===== src/rtl/stall_scheduler.sv =====
// Round-robin stall scheduler: requesters post stall lengths, one stall is
// counted at a time, and the program counter is held while any work remains.
module stall_scheduler #(
  parameter int NREQ  = 4,
  parameter int CNT_W = 8
) (
  input  logic                  clk,
  input  logic                  rst_n,
  input  logic [NREQ-1:0]       req,
  input  logic [NREQ*CNT_W-1:0] len,
  output logic                  pc_en,
  output logic [NREQ-1:0]       grant,
  output logic [NREQ-1:0]       done,
  output logic [NREQ-1:0]       drop,
  output logic [CNT_W-1:0]      cur_cnt,
  output logic                  dbg_count
);

  localparam int IDX_W = (NREQ > 1) ? $clog2(NREQ) : 1;

  typedef enum logic {IDLE = 1'b0, COUNT = 1'b1} state_t;

  state_t           state_q, state_d;
  logic [NREQ-1:0]  pending_q, pending_d;
  logic [CNT_W-1:0] lenq_q [NREQ];
  logic [IDX_W-1:0] last_g_q, last_g_d;
  logic [NREQ-1:0]  grant_d;
  logic [CNT_W-1:0] cnt_d;
  logic [NREQ-1:0]  accept, reject;
  logic             win_vld;
  logic [IDX_W-1:0] win_idx;
  logic             last_cycle;
  logic             load;

  // req is a single-cycle pulse with no back-pressure: it is accepted when the
  // requester has nothing pending or in service, otherwise it is discarded and
  // reported on drop one cycle later.
  assign accept     = req & ~pending_q & ~grant;
  assign reject     = req & (pending_q | grant);
  assign last_cycle = (state_q == COUNT) && (cur_cnt == CNT_W'(1));

  always_comb begin
    int               idx;
    logic [IDX_W-1:0] idx_c;
    win_vld = 1'b0;
    win_idx = '0;
    idx     = 0;
    idx_c   = '0;
    for (int k = 1; k <= NREQ; k++) begin
      idx   = (int'(last_g_q) + k) % NREQ;
      idx_c = IDX_W'(idx);
      if (!win_vld && pending_q[idx_c]) begin
        win_vld = 1'b1;
        win_idx = idx_c;
      end
    end
  end

  always_comb begin
    state_d   = state_q;
    grant_d   = grant;
    cnt_d     = cur_cnt;
    last_g_d  = last_g_q;
    pending_d = pending_q | accept;
    load      = 1'b0;
    case (state_q)
      IDLE: begin
        if (win_vld) load = 1'b1;
      end
      COUNT: begin
        if (last_cycle) begin
          if (win_vld) begin
            load = 1'b1;
          end else begin
            state_d = IDLE;
            grant_d = '0;
            cnt_d   = '0;
          end
        end else begin
          cnt_d = cur_cnt - CNT_W'(1);
        end
      end
      default: state_d = IDLE;
    endcase
    // A zero length still costs one cycle, so the counter never underflows.
    if (load) begin
      state_d            = COUNT;
      grant_d            = '0;
      grant_d[win_idx]   = 1'b1;
      pending_d[win_idx] = 1'b0;
      cnt_d              = (lenq_q[win_idx] == '0) ? CNT_W'(1) : lenq_q[win_idx];
      last_g_d           = win_idx;
    end
  end

  always_ff @(posedge clk or negedge rst_n) begin
    if (!rst_n) begin
      state_q   <= IDLE;
      pending_q <= '0;
      last_g_q  <= IDX_W'(NREQ - 1);
      grant     <= '0;
      cur_cnt   <= '0;
      drop      <= '0;
      for (int i = 0; i < NREQ; i++) lenq_q[i] <= '0;
    end else begin
      state_q   <= state_d;
      pending_q <= pending_d;
      last_g_q  <= last_g_d;
      grant     <= grant_d;
      cur_cnt   <= cnt_d;
      drop      <= reject;
      for (int i = 0; i < NREQ; i++) begin
        if (accept[i]) lenq_q[i] <= len[i*CNT_W +: CNT_W];
      end
    end
  end

  assign done      = last_cycle ? grant : '0;
  assign pc_en     = (state_q == IDLE) && (pending_q == '0);
  assign dbg_count = (state_q == COUNT);

endmodule


===== config.mk =====
export PLATFORM = sky130hd
export DESIGN_NAME = stall_scheduler
export DESIGN_NICKNAME = d
export VERILOG_FILES = /design/src/rtl/stall_scheduler.sv
export SDC_FILE = /design/constraint.sdc
export NUM_CORES = 1
export LEC_CHECK = 0
export ABC_AREA = 1
export CORE_ASPECT_RATIO = 0.9
export CORE_MARGIN = 2
export CORE_UTILIZATION = 46
export DETAILED_ROUTE_END_ITERATION = 16
export PLACE_DENSITY = 0.76
export SYNTH_ARGS = -nofsm -noshare
export SYNTH_HDL_FRONTEND = slang
export SYNTH_SLANG_ARGS = --single-unit

===== constraint.sdc =====
create_clock -name clk -period 1.9 [get_ports clk]
set_input_delay 0.57 -clock clk [delete_from_list [all_inputs] [get_ports clk]]
set_output_delay 0.57 -clock clk [all_outputs]
set_load 0.005 [all_outputs]

==> metrics.md <==
| Metric | Value |
|---|---|
| Status | complete, but fails checks |
| Failing checks | negative setup slack |
| Hold buffer count at cts | 0 |
| Placement Setup Slack | -0.276 ns |
| Initial Utilization | approximately 47% |
| Register area share after synthesis | 47.9% |
| Yosys Warn Count | 0 |
| Die ar. | 6910 sq um |
| Crit Path Category | reg2reg |
| Clk pin slew, worst setup/hold paths | 0.10 ns |
| Post-Syn Nets | around 400 |
| Pin count of the biggest net entering global routing | 56 |
| Via count | around 2900 |
| Starting DRT DRC Count | approximately 120 |
| Startpoint Class | flip-flop |
| FF+latch count, synth | between 50 and 60 |
| Remaining global-route overflow | 0 |
| Family with the most delay on the worst path | simple AND/OR/NAND/NOR gates |
| Finish-stage setup viols | 21 |
| DR WL met3 | 355 microns |
| Worst-margin pin slew | 0.416 ns |
| Cell Pwr Density | 2080 nW/um^2 |
| FF-to-FF End | cur_cnt[0]$_DFFE_PN0P_ |
| GRT Resource Usage Total | 23.8% |
| Final core occ | approximately three quarters |
| Worst flop-to-flop path startpoint | last_g_q[0]$_DFFE_PN1N_ |
| Final net count | 536 |
| First-pass GRT wire length | 13000 microns |
| Post-synthesis cell type count | 30 |
| Post-Synthesis Mean Instance Area | 7.86 sq um |
| # port buffers | 59 |
| Seq pwr share | 21.7% |
| Cell area after synthesis | 2880 sq um |
| CTS H-tree lvls | 2 |
| Final period util | 123% |
| Placement Rows | 27 |
| CTS tree | done |
| Slowest cell on crit path | dfstp_2 |
| WL final | 8170 microns |
| Ant diodes | 0 |
| Most frequent cells in the layout | nand2_1 (123), buf_4 (54), dfrtp_1 (52), clkdlybuf4s50_1 (46), nand2_2 (34) |
| Share of layout cells above drive strength 1 | roughly a third |
| Sw Ratio | a little over two fifths |
| M1 WL | roughly 3400 microns |
| CP most frequent cell | nand2_2 |
| Area grow syn2layout | 54.9% |
| CP Buf/Inv Count | 2 |
| Synth async-reset ratio | 100% |
| Minimum clock period | 2.34 ns |
| Root Driver | clkbuf_8 |
| Dpl hpwl | 5500 microns |
| Drt pass-1 iters | 4 |
| Cells after synthesis | 366 |
| Crit path DAT | 2.58 ns |
| Highest Signal Layer | met4 |
| Worst hold path class | in2async |
| Most common cell after layout, fill and taps aside | nand2_1 |
| Die Width | 87.4 microns |
| Skew final | 0.00524 ns |
| R2R setup slack | -0.44 ns |
| Max_cap viols | 0 |
| Max incr delay on CP | 0.61 ns |
| Slew margin rel. | 72.0% |
| Static Leak | 0.00229 uW |
| Wire per inst | 14.4 microns |
| Power share of the combinational group | 70.0% |
| Vias per cell | 5.12 |
| Max Root-Sink Buffers | 2 |
| Maximum vdd drop | around 0.0012 V |
| Final ANT Viol Nets | 0 |
| Fmax | 0.427 GHz |
| I/O pin cnt | 60 |
| Worst Path Max Fanout | 5 |
| Placer Congestion | 0.881 |
| Metal2 WL | 4280 microns |
| Initial antenna violation count | 0 |
| Multi-input logic area | 1540 sq um |
| Clock Sink Count | 55 |
| Worst-Skew Late Latency | 0.30 ns |
| Fillers | 456 |
| Reg2reg path depth | 19 |
| Storage element area | ~1400 sq um |
| EDFF count, synth | 0 |
| Area of the core | 6080 sq um |
| Final hold vios | 0 |
| Power Internal | ~5300 uW |
| Worst setup margin | -0.445 ns |
| Ys flop type | dfrtp_1 |
| Required @ worst endpoint | 2.14 ns |
| Vias in the first global route | 2786 |
| RSZ-0062 raised after global routing | true |
| Worst setup EP type | flip-flop |
| Die H | around 79 microns |
| Clock Power Share | 8.2% |
| Slew Viols, Final | 0 |
| DRC | 0 |
| CP Cell Sequence | buf_6 > nand2_2 > nand2_2 > nand2_2 > nand2_2 > nand2_4 > nand2_2 > nand2_4 > nand2_4 > inv_2 > nand2_1 > nand2_1 > nand2_1 > nand2_2 > nor2_1 > nand2_1 > o21ai_2 > nand2_1 > a21oi_2 |
| CTS Buf Count | 5 |
| Net Switching | 3950 uW |
cells in the mapped netlist (3+ instances only):
cell type,instances,share of area (%)
a21oi_1,5,0.87
a31oi_1,6,1.3
mux2_2,16,6.3
o21ai_0,4,0.70
inv_1,26,3.4
dfrtp_1,53,46
nand4_1,3,0.65
nand3_1,18,3.1
nand2_1,153,20
nor2_1,33,4.3
clkinv_1,3,0.39
buf_2,5,0.87
nand2_2,10,2.2
xor2_1,3,0.91
o22ai_1,6,1.3
worst max path at each step:
stage                             from                      to  slack, ns  cells after the start
6_report       last_g_q[0]$_DFFE_PN1N_  cur_cnt[0]$_DFFE_PN0P_      -0.44                     19
3_5_place_dp   last_g_q[0]$_DFFE_PN1N_  cur_cnt[0]$_DFFE_PN0P_      -0.28                     19
5_1_grt        last_g_q[0]$_DFFE_PN1N_  cur_cnt[0]$_DFFE_PN0P_      -0.56                     19
3_3_place_gp   last_g_q[0]$_DFFE_PN1N_  cur_cnt[0]$_DFFE_PN0P_      -0.23                     16
4_1_cts        last_g_q[0]$_DFFE_PN1N_  cur_cnt[0]$_DFFE_PN0P_      -0.29                     19
2_1_floorplan  last_g_q[0]$_DFFE_PN1N_  cur_cnt[0]$_DFFE_PN0P_       -0.1                     18
layout make-up:
type | count | area share, %
inverters | 32 | 2.81
clock inverters | 2 | 0.842
clock buffers | 5 | 1.54
repair buffers | 130 | 27.3
well taps | 72 | 2.02
flip-flops and latches | 55 | 31.0
multi-input cells | 272 | 34.5
kinds of logic (layout without fill, tap and decap cells):
logic type	after synthesis	in the layout	synth area share (%)
multiplexers	16	16	6.26
XOR/XNOR	5	5	1.52
flip-flops	55	55	47.9
adder cells (fa/ha/maj)	2	2	0.869
buffers and inverters	39	169	5.91
AO/OA/AOI/OAI	27	27	5.78
AND/OR/NAND/NOR	222	222	31.7
through the flow:
| stage | setup TNS, ns | std cells | area [sq um] | hold slack (ns) | total power [uW] |
|---|---|---|---|---|---|
| finish | -3.86 | 568 | 4460 | 0.247 | 9280 |
| global route | -5.98 | 568 | 4460 | 0.253 | 9930 |
| CTS | -2.37 | 561 | 4220 | 0.255 | 8320 |
| detailed placement | -2.23 | 540 | 3940 | 0.467 | 6830 |
| global placement | -2.02 | 540 | 3940 | 0.468 | 6750 |
| floorplan | -0.0965 | 366 | 2880 | 0.274 | 4680 |
per-layer routing:
layer | GRT usage, % | up-vias
met4 | 5.08 | 0
li1 | - | 1420
met2 | 40.3 | 95
met3 | 3.85 | 6
met5 | 0 | -
met1 | 32.1 | 1386
sequential cells by signal (all words and copies together) (netlist names):
register / cells
lenq_q: 32
drop: 4
pending_q: 4
dbg_count: 1
grant: 4
last_g_q: 2
cur_cnt: 8
power by group through the flow:
stage	combinational (uW)	sequential, uW	clock, uW
2_1_floorplan	2700	1980	0
3_3_place_gp	4730	2020	0
3_5_place_dp	4810	2030	0
4_1_cts	5520	2010	787
5_1_grt	7030	2080	822
6_report	6500	2020	764
timing repair:
item | CTS | global route
buffers inserted | 13 | 7
gates resized for setup | 48 | 56
pin swaps | 15 | 19
cloned | 1 | 0
setup endpoints to repair | 18 | 30
(Power assumes the default switching activity.)
